`src/rtl/alu_pkg.sv`:
```
// rtl/alu_pkg.sv - shift mode encodings shared by the ALU datapath
// Contents: MODE_W (width of a shift mode code), shift_mode_e (LSR/ASR/LSL/ROR).
package alu_pkg;

    localparam int MODE_W = 2;

    typedef enum logic [MODE_W-1:0] {
        SH_LSR = 2'b00,
        SH_ASR = 2'b01,
        SH_LSL = 2'b10,
        SH_ROR = 2'b11
    } shift_mode_e;

endpackage

```
`src/rtl/shift_stage.sv`:
```
// rtl/shift_stage.sv - one registered conditional 2^STAGE_IDX shift with sideband
// Ports: clk, rst_n (async, active low), en (advance strobe);
//        in_valid/in_data/in_shamt/in_mode/in_sign/in_tag  - slot entering this stage;
//        out_valid/out_data/out_shamt/out_mode/out_sign/out_tag - registered slot;
//        out_zero - registered flag, out_data == 0.
module shift_stage
    import alu_pkg::*;
#(
    parameter int WIDTH     = 16,
    parameter int SHAMT_W   = 4,
    parameter int TAG_W     = 4,
    parameter int STAGE_IDX = 0
) (
    input  logic               clk,
    input  logic               rst_n,
    input  logic               en,
    input  logic               in_valid,
    input  logic [WIDTH-1:0]   in_data,
    input  logic [SHAMT_W-1:0] in_shamt,
    input  shift_mode_e        in_mode,
    input  logic               in_sign,
    input  logic [TAG_W-1:0]   in_tag,
    output logic               out_valid,
    output logic [WIDTH-1:0]   out_data,
    output logic [SHAMT_W-1:0] out_shamt,
    output shift_mode_e        out_mode,
    output logic               out_sign,
    output logic [TAG_W-1:0]   out_tag,
    output logic               out_zero
);

    localparam int SH = 1 << STAGE_IDX;

    logic [WIDTH-1:0] d_nxt;

    always_comb begin
        d_nxt = in_data;
        if (in_shamt[STAGE_IDX]) begin
            case (in_mode)
                SH_LSR:  d_nxt = in_data >> SH;
                // Fill comes from the sign captured at the pipe entrance, not the
                // current MSB, so it stays correct however far the data has moved.
                SH_ASR:  d_nxt = (in_data >> SH) | ({WIDTH{in_sign}} & ~({WIDTH{1'b1}} >> SH));
                SH_LSL:  d_nxt = in_data << SH;
                SH_ROR:  d_nxt = (in_data >> SH) | (in_data << (WIDTH - SH));
                default: d_nxt = in_data;
            endcase
        end
    end

    always_ff @(posedge clk or negedge rst_n) begin
        if (!rst_n) begin
            out_valid <= 1'b0;
            out_data  <= '0;
            out_shamt <= '0;
            out_mode  <= SH_LSR;
            out_sign  <= 1'b0;
            out_tag   <= '0;
            out_zero  <= 1'b0;
        end else if (en) begin
            out_valid <= in_valid;
            out_data  <= d_nxt;
            out_shamt <= in_shamt;
            out_mode  <= in_mode;
            out_sign  <= in_sign;
            out_tag   <= in_tag;
            out_zero  <= (d_nxt == '0);
        end
    end

endmodule

```
`src/rtl/pipelined_barrel_shifter.sv`:
```
// rtl/pipelined_barrel_shifter.sv - log2(WIDTH)-stage pipelined LSR/ASR/LSL/ROR shifter
// Ports: clk, rst_n (async, active low);
//        in_valid/in_ready/in_data/in_shamt/in_mode/in_tag - operand stream;
//        out_valid/out_ready/out_data/out_tag/out_zero      - result stream.
// in_shamt MSB marks an overshift (amount >= WIDTH); latency is SHAMT_W cycles.
module pipelined_barrel_shifter
    import alu_pkg::*;
#(
    parameter int WIDTH   = 16,
    parameter int SHAMT_W = $clog2(WIDTH),
    parameter int TAG_W   = 4
) (
    input  logic               clk,
    input  logic               rst_n,
    input  logic               in_valid,
    output logic               in_ready,
    input  logic [WIDTH-1:0]   in_data,
    input  logic [SHAMT_W:0]   in_shamt,
    input  logic [MODE_W-1:0]  in_mode,
    input  logic [TAG_W-1:0]   in_tag,
    output logic               out_valid,
    input  logic               out_ready,
    output logic [WIDTH-1:0]   out_data,
    output logic [TAG_W-1:0]   out_tag,
    output logic               out_zero
);

    // The whole pipe moves as one; it only stops when a finished result is
    // waiting on the output and the consumer refuses it.
    logic en;
    assign en       = !out_valid || out_ready;
    assign in_ready = en;

    shift_mode_e         pd_mode;
    logic                pd_sign;
    logic [WIDTH-1:0]    pd_data;
    logic [SHAMT_W-1:0]  pd_shamt;

    // Overshift is folded into the operand before stage 0 so the stages never
    // need to know about it: zero/sign-fill results become a no-shift of a
    // preset value, and rotate simply drops the MSB (mod WIDTH).
    always_comb begin
        pd_mode  = shift_mode_e'(in_mode);
        pd_sign  = in_data[WIDTH-1];
        pd_data  = in_data;
        pd_shamt = in_shamt[SHAMT_W-1:0];
        if (in_shamt[SHAMT_W]) begin
            case (pd_mode)
                SH_LSR, SH_LSL: begin
                    pd_data  = '0;
                    pd_shamt = '0;
                end
                SH_ASR: begin
                    pd_data  = {WIDTH{pd_sign}};
                    pd_shamt = '0;
                end
                default: ;
            endcase
        end
    end

    logic               v_s  [SHAMT_W];
    logic [WIDTH-1:0]   d_s  [SHAMT_W];
    logic [SHAMT_W-1:0] sh_s [SHAMT_W];
    shift_mode_e        m_s  [SHAMT_W];
    logic               sg_s [SHAMT_W];
    logic [TAG_W-1:0]   t_s  [SHAMT_W];
    logic [SHAMT_W-1:0] z_s;

    for (genvar k = 0; k < SHAMT_W; k++) begin : g_stage
        logic               vi;
        logic [WIDTH-1:0]   di;
        logic [SHAMT_W-1:0] shi;
        shift_mode_e        mi;
        logic               sgi;
        logic [TAG_W-1:0]   ti;

        if (k == 0) begin : g_first
            assign vi  = in_valid;
            assign di  = pd_data;
            assign shi = pd_shamt;
            assign mi  = pd_mode;
            assign sgi = pd_sign;
            assign ti  = in_tag;
        end else begin : g_next
            assign vi  = v_s[k-1];
            assign di  = d_s[k-1];
            assign shi = sh_s[k-1];
            assign mi  = m_s[k-1];
            assign sgi = sg_s[k-1];
            assign ti  = t_s[k-1];
        end

        shift_stage #(
            .WIDTH    (WIDTH),
            .SHAMT_W  (SHAMT_W),
            .TAG_W    (TAG_W),
            .STAGE_IDX(k)
        ) u_stage (
            .clk      (clk),
            .rst_n    (rst_n),
            .en       (en),
            .in_valid (vi),
            .in_data  (di),
            .in_shamt (shi),
            .in_mode  (mi),
            .in_sign  (sgi),
            .in_tag   (ti),
            .out_valid(v_s[k]),
            .out_data (d_s[k]),
            .out_shamt(sh_s[k]),
            .out_mode (m_s[k]),
            .out_sign (sg_s[k]),
            .out_tag  (t_s[k]),
            .out_zero (z_s[k])
        );
    end

    assign out_valid = v_s[SHAMT_W-1];
    assign out_data  = d_s[SHAMT_W-1];
    assign out_tag   = t_s[SHAMT_W-1];
    assign out_zero  = z_s[SHAMT_W-1];

    // Sideband leaving the last stage and the zero flags of inner stages have no consumer.
    logic unused_tail;
    assign unused_tail = ^{z_s[SHAMT_W-2:0], sh_s[SHAMT_W-1], m_s[SHAMT_W-1], sg_s[SHAMT_W-1]};

endmodule

```
`config.mk`:
```
export PLATFORM = sky130hd
export DESIGN_NAME = pipelined_barrel_shifter
export DESIGN_NICKNAME = d
export VERILOG_FILES = /design/src/rtl/alu_pkg.sv /design/src/rtl/shift_stage.sv /design/src/rtl/pipelined_barrel_shifter.sv
export SDC_FILE = /design/constraint.sdc
export NUM_CORES = 1
export LEC_CHECK = 0
export BUFFER_PORTS_ARGS = -buffer_cell sky130_fd_sc_hd__buf_4
export CAP_MARGIN = 30
export CORE_MARGIN = 8
export CORE_UTILIZATION = 65
export DETAILED_ROUTE_END_ITERATION = 12
export PLACE_DENSITY_LB_ADDON = 0.2
export SLEW_MARGIN = 40
export SYNTH_ARGS = -nofsm -noshare
export SYNTH_HDL_FRONTEND = slang
export SYNTH_HIERARCHICAL = 1
export SYNTH_SLANG_ARGS = --single-unit
```
`constraint.sdc`:
```
create_clock -name clk -period 3 [get_ports clk]
set_clock_uncertainty 0.1 [all_clocks]
set_input_delay 0.45 -clock clk [delete_from_list [all_inputs] [get_ports clk]]
set_output_delay 0.45 -clock clk [all_outputs]
set_load 0.005 [all_outputs]
```
== Yosys cells after proc, flatten, opt, wreduce, memory -nomap -nowiden ==
Index checks and enable logic that the tools add are counted.

* Register bits after elaboration: 106
* Output and inout port bits: 23
* Logic and storage cells: 63

* Eq/ne operators: 12
* Mux-type cells: 12
* Bitwise operators: 8
* Reductions and logical operators: 9

{| class="wikitable"
|+ Operators by type and width
! operator !! count
|-
| case mux 16 bit (4 select lines) || 4
|-
| two-way mux 16 bit || 5
|-
| OR 12 x 16 -> 16 bit || 2
|-
| OR 14 x 16 -> 16 bit || 2
|-
| OR 15 x 16 -> 16 bit || 2
|-
| OR 8 x 16 -> 16 bit || 2
|-
| case mux 16 bit (2 select lines) || 1
|-
| equality test 2 bit (second input constant) || 8
|-
| zero test 16 bit || 1
|-
| equality test 2 x 1 -> 1 bit (second input constant) || 4
|-
| zero test 2 bit || 4
|-
| two-way mux 4 bit || 2
|-
| OR reduction 3 bit || 1
|-
| OR reduction 2 bit || 1
|-
| zero test 1 bit || 1
|-
| logical OR 1 bit || 1
|}

== Depth between registers and ports, before layout ==
Gate-level depths: netlist of run 1.

* Word-level depth: 7
* Depth in mapped cells: 8
* Mapped depth without buffers: 5

== Hierarchy ==
The synthesis of run 1 kept the hierarchy.

{| class="wikitable"
|+ By module, submodules not included
! module !! instances !! cells each !! area each (sq um) !! sequential area each (sq um)
|-
| shift_stage (g_stage[0].u_stage) || 1 || 140 || 1579.0 || 725.7
|-
| shift_stage (g_stage[2].u_stage) || 1 || 146 || 1508.9 || 725.7
|-
| shift_stage (g_stage[1].u_stage) || 1 || 133 || 1490.2 || 725.7
|-
| shift_stage (g_stage[3].u_stage) || 1 || 123 || 1350.0 || 725.7
|-
| pipelined_barrel_shifter || 1 || 61 || 419.2 || 0.0
|}

== Worst setup path before layout of run 1 ==
OpenSTA, ideal clock, no wires.

* Path kind: input to register
* Start: input port in_mode[0]
* End: register g_stage[0].u_stage/out_zero (netlist name)
* Setup time: 120 ps
* Arrival time: 1822 ps
* Data required time: 2780 ps
* Slack: 958 ps
* Stages on the path: 9
* Buffers on the path: 3
* Cell sequence: buf_4 nand2_1 a21boi_0 buf_2 buf_2 nand2_1 o221ai_1 nor4_1 a41o_1

{| class="wikitable"
|+ RTL lines
! item !! RTL line !! source
|-
| start, declared || pipelined_barrel_shifter.sv:19 || <nowiki>input logic [MODE_W-1:0] in_mode,</nowiki>
|}

== Worst setup path in the final report of run 1 ==
* Start: register g_stage[3].u_stage.out_valid
* End: output port in_ready

* Word-level cells in the longest chain between the ends: 2

{| class="wikitable"
|+ RTL lines
! item !! RTL line !! source
|-
| start, declared || shift_stage.sv:23 || <nowiki>output logic out_valid,</nowiki>
|-
| start signal, assigned || shift_stage.sv:61 || <nowiki>out_valid <= in_valid;</nowiki>
|-
| zero test 1 bit || pipelined_barrel_shifter.sv:31 || <nowiki>assign en = !out_valid || out_ready;</nowiki>
|-
| logical OR 1 bit || pipelined_barrel_shifter.sv:31 ||
|-
| end, declared || pipelined_barrel_shifter.sv:16 || <nowiki>output logic in_ready,</nowiki>
|}

No other way between the ends.

==> results of run 1 <==
-- worst max-delay path, cell delays in order (launching register included) --
cell and delay (ns):
dfrtp_1 0.44, nand2b_4 0.47, buf_4 0.22
-- state kept, by name (all words and copies together) (netlist names) --
name and cells:
g_stage.u_stage/out_tag 16, g_stage.u_stage/out_valid 4, g_stage.u_stage/out_mode 6, g_stage.u_stage/out_data 64, g_stage.u_stage/out_sign 3, g_stage.u_stage/out_zero 1
g_stage.u_stage/out_shamt 6
-- cell type report --
type | instances | area share
clock buffers | 9 | 0.0201
flip-flops and latches | 100 | 0.407
inverters | 34 | 0.0207
clock inverters | 7 | 0.0110
multi-input cells | 368 | 0.444
well taps | 108 | 0.0220
repair buffers | 59 | 0.0750
-- metrics by stage --
stage               cells  hold slack (ns)
global route          685            0.186
finish                685            0.218
detailed placement    668            0.387
floorplan             551           0.0544
CTS                   684           0.0926
global placement      668            0.380
-- power groups by stage --
stage / Sequential, mW / Clock, mW / Combinational [mW]
after floorplan: 2.28 / 0 / 1.79
after global placement: 2.55 / 0 / 2.08
after detailed placement: 2.60 / 0 / 2.15
after CTS: 2.57 / 0.851 / 2.16
after global routing: 2.68 / 0.904 / 2.40
final: 2.57 / 0.825 / 2.17
-- worst max path at each step --
stage / depth (start not counted) / endpoint / start
finish: 2 / in_ready / g_stage[3].u_stage/out_valid
global route: 2 / in_ready / g_stage[3].u_stage/out_valid
CTS: 5 / g_stage[3].u_stage/out_zero / g_stage[2].u_stage/out_shamt[3]
detailed placement: 6 / g_stage[0].u_stage/out_data[6] / in_mode[0]
global placement: 6 / g_stage[0].u_stage/out_data[6] / in_mode[0]
floorplan: 4 / g_stage[2].u_stage/out_data[4] / out_ready
-- per-layer routing --
layer  global-route usage  part of all wire
met3               0.0384             0.039
met4               0.0596            0.0062
met5                    0                 0
met1                0.283              0.45
met2                0.320              0.51
==> summary.md, run 1 <==
| Metric | Value |
|---|---|
| Status | `finished, final reports clean` |
| Hold Path Class | `input port to flop` |
| Vias in the first global route | `roughly 4,000` |
| Residual DRC count | `0` |
| R2r setup slk | `1.06 ns` |
| Reg2reg start | `g_stage[3].u_stage/out_valid` |
| Area of placed instances | `about 6000 µm²` |
| Setup TNS | `0 ns` |
| Post-CTS Resized | `0` |
| Total number of vias | `about 4,200` |
| Final worst slack | `0.927 ns` |
| Sw Ratio | `0.381` |
| Share of cells above drive strength 1 | `0.305` |
| Core Region | `8550 µm²` |
| RSZ-0062 raised after global routing | `no` |
| Pre-CTS setup slack | `0.789 ns` |
| Post-CTS Setup Bufs | `0` |
| Worst slew pin tran | `0.621 ns` |
| Chip Width | `between 100 and 150 µm` |
| Cell-internal power | `3.44 mW` |
| CTS buffer count | `9` |
| Total GRT Usage | `0.205` |
| Clock power share | `0.148` |
| HP Start | `in_tag[0]` |
| Cells after Synth | `551` |
| Global route overflow | `0` |
| Hold endpoint | `g_stage[0].u_stage/out_tag[0]` |
| CTS tree | `yes` |
| Initial DRT Pass Iterations | `7` |
| Mean post-synth cell area | `10.2 µm²` |
| Clk pin slew, worst setup/hold paths | `0.11 ns` |
| Synth Warn # | `6` |
| Total Power | `5.56 mW` |
| DRT iter0 DRCs | `256` |
| Final number of hold-violating endpoints | `0` |
| Number of vias per cell | `6.15` |
| Worst R2R End | `g_stage[1].u_stage/out_data[4]` |
| Num rows | `34` |
| P&R area growth vs syn | `9.14%` |
| Final Wtd Congestion | `0.800` |
| Root Driver | `clkbuf_8` |
| Area of the mapped netlist | `5640 µm²` |
| CTS max path bufs | `2` |
| Max Slew Vio Count | `0` |
| Die ar. | `11,900 µm²` |
| Crit. End Element | `output pin` |
| H-tree depth | `3` |
| Largest net degree at the start of global routing | `64` |
| Initial antenna violation count | `0` |
| Post-route cell area | `6150 µm²` |
| Period utilization | `0.691` |
| Sequential power share | `0.462` |
| # diodes | `0` |
| Crit Path Max Fanout | `46` |
| DR WL/cell | `roughly 17 µm` |
| DRT Wirelength | `approximately 12,000 µm` |
| Max VDD drop | `0.541 mV` |
| WP data arrival | `1.52 ns` |
| Layout fillers | `around 630` |
| Rel. slew slack | `0.586` |
| Final min period | `2.07 ns` |
| Most frequent cells in the layout | `97 x dfrtp_1, 79 x mux2_2, 56 x buf_4` |
| Global-route wire length before repair | `between 15,000 and 20,000 µm` |
| PwrDens | `904 nW/µm²` |
| Nets@finish | `603` |
| Syn nets | `582` |
| Max Cap Viol | `0` |
| Initial core utilization | `0.659` |
| Clk sinks | `100` |
| Highest clock rate | `about 480 MHz` |
| Worst r2r path cells | `3` |
| CP Data Required Time | `around 2.5 ns` |
| Leakage power | `2.74 nW` |
| Comb power frac | `0.390` |
| Antenna Nets Post-Route | `0` |
| Die Y | `109 µm` |
| CP Launch Type | `flop` |
| IO buf count | `53` |
| Commonest non-fill, non-tap cell in the layout | `dfrtp_1` |
| NetSw | `2.12 mW` |
| Worst Hold Depth | `2` |
| I/O pin total | `54` |
| Worst-Skew Late Latency | `~0.36 ns` |
| Storage cell area | `2510 µm²` |
| Core Util, Final | `0.720` |
| CTS Hold Bufs | `0` |
| Final setup viols | `0` |
| WS Path Type | `flop to output pin` |
| Final HPWL DP | `8250 µm` |
| Multi-input gate area | `2730 µm²` |
Note: power is estimated with default switching activity, not from simulation.
==> run 2, diff against run 1 <==
--- a/config.mk
+++ b/config.mk
@@ -8,7 +8,7 @@
 export BUFFER_PORTS_ARGS = -buffer_cell sky130_fd_sc_hd__buf_4
 export CAP_MARGIN = 30
 export CORE_MARGIN = 8
-export CORE_UTILIZATION = 65
+export CORE_UTILIZATION = 61
 export DETAILED_ROUTE_END_ITERATION = 12
 export PLACE_DENSITY_LB_ADDON = 0.2
 export SLEW_MARGIN = 40
==> constraint.sdc (replaced) <==
create_clock -name clk -period 1.96 [get_ports clk]
set_clock_uncertainty 0.1 [all_clocks]
set_input_delay 0.294 -clock clk [delete_from_list [all_inputs] [get_ports clk]]
set_output_delay 0.294 -clock clk [all_outputs]
set_load 0.005 [all_outputs]
==> summary.md, run 2 (same netlist as run 1, synthesis figures left out) <==
| Metric | Value |
|---|---|
| Max VDD drop | `0.607 mV` |
| Vias in the first global route | `4,077` |
| Reg with most FFs | `g_stage.u_stage/out_data` |
| Leakage power | `about 2.8 nW` |
| Core Util, Final | `0.688` |
| Final Wtd Congestion | `0.810` |
| Max Slew Vio Count | `0` |
| CTS tree | `yes` |
| Largest registers | `g_stage.u_stage/out_data x64, g_stage.u_stage/out_tag x16` |
| Crit. End Element | `flop` |
| Chip Width | `about 110 µm` |
| Worst-Skew Late Latency | `0.38 ns` |
| Antenna Nets Post-Route | `0` |
| Num rows | `35` |
| Worst r2r path cells | `5` |
| H-tree depth | `3` |
| Final setup viols | `0` |
| IO buf count | `53` |
| CP Data Required Time | `2.19 ns` |
| Pre-CTS setup slack | `0.181 ns` |
| Setup TNS | `0 ns` |
| Worst R2R End | `g_stage[3].u_stage/out_zero` |
| Worst slew pin tran | `0.531 ns` |
| Final number of hold-violating endpoints | `0` |
| RSZ-0062 raised after global routing | `no` |
| Hold Path Class | `input port to flop` |
| Clk pin slew, worst setup/hold paths | `0.12 ns` |
| Max Cap Viol | `0` |
| Share of cells above drive strength 1 | `0.312` |
| Die ar. | `~13,000 µm²` |
| Commonest non-fill, non-tap cell in the layout | `dfrtp_1` |
| DR WL/cell | `16.5 µm` |
| PwrDens | `~1400 nW/µm²` |
| CP Launch Type | `flop` |
| GRT busiest layer | `met2` |
| Global-route wire length before repair | `19,800 µm` |
| DRT Wirelength | `approximately 12,000 µm` |
| Initial antenna violation count | `0` |
| I/O pin total | `54` |
| Most frequent cells in the layout | `100 x dfrtp_1, 79 x mux2_2, 64 x buf_4` |
| CTS buffer count | `9` |
| Die Y | `~110 µm` |
| Rel. slew slack | `0.646` |
| Initial DRT Pass Iterations | `5` |
| Nets@finish | `613` |
| P&R area growth vs syn | `11.2%` |
| Hold endpoint | `g_stage[0].u_stage/out_tag[0]` |
| Root Driver | `clkbuf_8` |
| # diodes | `0` |
| Highest clock rate | `558 MHz` |
| Reg2reg start | `g_stage[2].u_stage/out_mode[1]` |
| CTS max path bufs | `2` |
| Total number of vias | `4,165` |
| Worst Hold Depth | `2` |
| HP Start | `in_tag[0]` |
| WS Path Type | `flop to flop` |
| Number of vias per cell | `5.97` |
| Clk sinks | `100` |
| Final min period | `1.79 ns` |
| Final worst slack | `roughly 0.17 ns` |
| Total GRT Usage | `0.191` |
| Met3 usage | `0.0370` |
| Met2 Use GR | `0.314` |
| Status | `finished, final reports clean` |
| Residual DRC count | `0` |
| DRT iter0 DRCs | `between 200 and 250` |
| Period utilization | `0.915` |
| Crit Path Max Fanout | `11` |
| Largest net degree at the start of global routing | `101` |
| WP data arrival | `2.02 ns` |
| Initial core utilization | `0.619` |
| Max reg flops | `64` |
| Grt met1 use | `0.244` |
| R2r setup slk | `0.17 ns` |
| Total Power | `8.65 mW` |
| Global route overflow | `0` |
| Final HPWL DP | `8180 µm` |
| Core Region | `9110 µm²` |
| CP Launch Point | `g_stage[2].u_stage/out_mode[1]` |
run 2: cell types whose count changed in the layout (fill, tap and decap cells not counted), moves of 3 or more:
cell | previous run | this run
buf_12 | 1 | 4
buf_4 | 56 | 64
dfrtp_1 | 97 | 100
dfrtp_2 | 3 | 0
run 2: what timing repair did:
action / CTS / global route
hold buffers: 1 / 0
endpoints found under the setup margin: 0 / 0
gates resized for setup: 0 / 0
buffers inserted: 0 / 0
hold endpoints to repair: 100 / 0
run 2: metal layers:
metal | share of wire | wire length [µm] | up-vias
li1 | - | - | 2033
met1 | 0.46 | 5320 | 2017
met2 | 0.49 | 5580 | 94
met3 | 0.035 | 399 | 21
met4 | 0.017 | 198 | 0
met5 | 0 | 0 | -
run 2: cell type report:
type	instances	area, µm²
inverter	34	128
sequential	100	2500
timing repair buffer	69	571
fill	734	2840
tap	111	139
multi-input combinational	368	2730
clock inverter	7	72.6
clock buffer	9	124
run 2: worst max-delay path, cell delays in order (launching register included):
cell      delay, ns
dfrtp_1        0.52
nand2b_1       0.26
a31oi_1        0.29
nand4_1        0.13
nor4_1         0.25
a32o_1         0.20
run 2: metrics by stage:
stage | area, µm² | instances | hold WS (ns)
global route | 6270 | 698 | 0.0226
floorplan | 5640 | 551 | -0.102
finish | 6270 | 698 | 0.0462
detailed placement | 6060 | 681 | 0.298
global placement | 6060 | 681 | 0.294
CTS | 6270 | 698 | 0.0313
run 2: worst max-delay path by stage:
stage / endpoint / slack, ns / depth (start not counted)
finish: g_stage[3].u_stage/out_zero / 0.17 / 5
global route: g_stage[3].u_stage/out_zero / 0.006 / 5
CTS: g_stage[3].u_stage/out_zero / 0.17 / 5
detailed placement: g_stage[3].u_stage/out_zero / 0.18 / 5
global placement: g_stage[3].u_stage/out_zero / 0.25 / 5
floorplan: g_stage[2].u_stage/out_data[4] / 0.09 / 4
run 2: where the power goes:
part	switching (mW)	internal, mW
clock	0.789	0.504
combinational	1.66	1.92
sequential	0.824	2.95
==> run 3, diff against run 2 <==
--- a/config.mk
+++ b/config.mk
@@ -8,11 +8,10 @@
 export BUFFER_PORTS_ARGS = -buffer_cell sky130_fd_sc_hd__buf_4
 export CAP_MARGIN = 30
 export CORE_MARGIN = 8
-export CORE_UTILIZATION = 61
+export CORE_UTILIZATION = 59
 export DETAILED_ROUTE_END_ITERATION = 12
 export PLACE_DENSITY_LB_ADDON = 0.2
 export SLEW_MARGIN = 40
 export SYNTH_ARGS = -nofsm -noshare
 export SYNTH_HDL_FRONTEND = slang
-export SYNTH_HIERARCHICAL = 1
 export SYNTH_SLANG_ARGS = --single-unit
==> summary.md, run 3 <==
| Metric | Value |
|---|---|
| Status | `finished, final reports clean` |
| Slowest stage delay, CP | `0.57 ns` |
| Crit-path cells | `nand3b_2, a31oi_1, nor4_1, nand4_1, o21ai_1` |
| Area of placed instances | `5750 µm²` |
| Total GRT Usage | `0.212` |
| CTS max path bufs | `2` |
| Worst slew pin tran | `0.611 ns` |
| Max Cap Viol | `0` |
| Highest clock rate | `567 MHz` |
| Count of state elements after synthesis | `100` |
| Main synth FF type | `dfrtp_1` |
| Global route overflow | `0` |
| WP data arrival | `1.96 ns` |
| Antenna Nets Post-Route | `0` |
| GRT busiest layer | `met2` |
| Seq/Total Area, Yosys | `0.471` |
| I/O pin total | `54` |
| Area of the mapped netlist | `5320 µm²` |
| Max Slew Vio Count | `0` |
| Largest cells by area after synthesis | `dfrtp_1 47%, nand2_1 16%, o21ai_1 5.4%` |
| Post-CTS Setup Bufs | `0` |
| Ys async rst share | `1.00` |
| Crit Path Max Fanout | `11` |
| Nets@finish | `724` |
| Final min period | `1.76 ns` |
| Rel. slew slack | `0.592` |
| Initial core utilization | `0.610` |
| Multi-input gate area | `2520 µm²` |
| Unique masters post-synth | `43` |
| Die ar. | `roughly 12,000 µm²` |
| Largest registers | `g_stage.u_stage.out_data x64, g_stage.u_stage.out_tag x16` |
| Synth Warn # | `0` |
| Largest area contributor in the netlist | `dfrtp_1` |
| Clk sinks | `100` |
| Final setup viols | `0` |
| Critical path's top delay family | `simple AND/OR/NAND/NOR gates` |
| Vias in the first global route | `4,459` |
| CP Data Required Time | `2.16 ns` |
| Largest net degree at the start of global routing | `65` |
| Crit-path slowest cell | `dfrtp_1` |
| Reg with most FFs | `g_stage.u_stage.out_data` |
| # diodes | `0` |
| WS Path Type | `flop to flop` |
| Syn nets | `692` |
| Number of vias per cell | `5.87` |
| Chip Width | `111 µm` |
| Residual DRC count | `0` |
| Initial antenna violation count | `0` |
| Num rows | `34` |
| Max VDD drop | `0.721 mV` |
| Post-route cell area | `5960 µm²` |
| DRT iter0 DRCs | `426` |
| Share of cells above drive strength 1 | `0.145` |
| Met2 Use GR | `0.351` |
| Clk pin slew, worst setup/hold paths | `0.11 ns` |
| Setup TNS | `0 ns` |
| Number of flops mapped to enable cells by yosys | `0` |
| Layout fillers | `720` |
| CTS buffer count | `9` |
| Global-route wire length before repair | `22,000 µm` |
| H-tree depth | `3` |
| Met3 usage | `0.0455` |
| PwrDens | `1420 nW/µm²` |
| Root Driver | `clkbuf_8` |
| Hold Path Class | `input port to flop` |
| Leakage power | `about 2.8 nW` |
| Storage cell area | `2500 µm²` |
| Period utilization | `0.900` |
| Final Wtd Congestion | `between 0.9 and 1` |
| Worst-Skew Late Latency | `0.37 ns` |
| Post-CTS Resized | `0` |
| Crit path buffers/inverters | `0` |
| Grt met1 use | `0.273` |
| RSZ-0062 raised after global routing | `no` |
| Crit. End Element | `flop` |
| Max reg flops | `64` |
| DRT Wirelength | `13,100 µm` |
| CTS tree | `yes` |
| Final number of hold-violating endpoints | `0` |
| CP Launch Type | `flop` |
| DR WL/cell | `16.3 µm` |
| Cells after Synth | `661` |
| CTS Hold Bufs | `1` |
| IO buf count | `53` |
| Total number of vias | `between 4,000 and 5,000` |
| Final HPWL DP | `9330 µm` |
| Initial DRT Pass Iterations | `5` |
| Synth top area share | `0.471` |
| Mean post-synth cell area | `8.04 µm²` |
| List of most frequent post-synthesis cells | `233 x nand2_1, 100 x dfrtp_1, 57 x o21ai_1` |
| Count leader, synth | `nand2_1` |
| Most frequent cells in the layout | `233 x nand2_1, 100 x dfrtp_1, 64 x buf_4` |
| Core Region | `8720 µm²` |
| Die Y | `111 µm` |
| P&R area growth vs syn | `12.0%` |
| Commonest non-fill, non-tap cell in the layout | `nand2_1` |
## run 3: cell count changes in the layout (fill, tap and decap cells not counted), moves of 12 or more
cell      previous run  this run
a21oi_1             22        34
a221oi_1             0        13
inv_1               34         2
mux2_2              79         1
mux2i_1             14         1
nand2_1             47       233
nand4b_1            24         0
o21ai_1              0        57
o221ai_1            24         0
## run 3: where the power goes
group	leakage [nW]	switching (mW)	internal, mW	total, mW
Clock	0.0975	0.733	0.599	1.33
Sequential	1.23	0.897	2.94	3.84
Combinational	1.43	1.84	1.45	3.28
## run 3: area by class of cell
type / instances / share of cell area
sequential: 100 / 0.420
inverter: 6 / 0.00420
clock buffer: 9 / 0.0208
timing repair buffer: 69 / 0.0958
tap: 108 / 0.0227
clock inverter: 7 / 0.0126
multi-input combinational: 507 / 0.424
## run 3: metrics by stage
step	std cells	hold WS [ns]	power (mW)	worst slack, ns	utilization
finish	806	0.0153	8.45	0.196	0.683
floorplan	661	-0.102	5.95	0.574	-
detailed placement	789	0.205	7.15	0.105	0.659
CTS	806	0.00721	8.47	0.214	0.683
global placement	789	0.200	7.00	0.123	0.659
global route	806	0.0135	9.13	0.0560	0.683
## run 3: tightest hold or removal path: cells and delay by family
family                 cells  cell delay, ns
and+or+nand+nor            2            0.09
buffers and inverters      1            0.08
## run 3: path summary, 6_finish.rpt
| kind | start | end | slack [ns] | depth (start not counted) |
|---|---|---|---|---|
| max | g_stage[2].u_stage.out_mode[1] | g_stage[3].u_stage.out_zero | 0.20 | 5 |
| min in group asynchronous | rst_n | g_stage[2].u_stage.out_data[4] | 0.35 | 2 |
| max in group asynchronous | rst_n | g_stage[1].u_stage.out_tag[2] | 0.83 | 3 |
| max reg2reg | g_stage[2].u_stage.out_mode[1] | g_stage[3].u_stage.out_zero | 0.20 | 5 |
| min | in_valid | g_stage[0].u_stage.out_valid | 0.02 | 3 |
| min reg2reg | g_stage[2].u_stage.out_valid | g_stage[2].u_stage.out_valid | 0.37 | 2 |
## run 3: per-layer routing
| layer | wire [µm] | share of wire | vias to the layer above |
|---|---|---|---|
| met2 | 6480 | 0.49 | 190 |
| met4 | 159 | 0.012 | 0 |
| met3 | 834 | 0.064 | 10 |
| met5 | 0 | 0 | - |
| li1 | - | - | 2329 |
| met1 | 5660 | 0.43 | 2200 |
## run 3: cells by family after synthesis
group,share of synthesized area
flip-flops,0.471
AND/OR/NAND/NOR,0.269
multiplexers,0.00400
AO/OA/AOI/OAI,0.200
buffers and inverters,0.0560
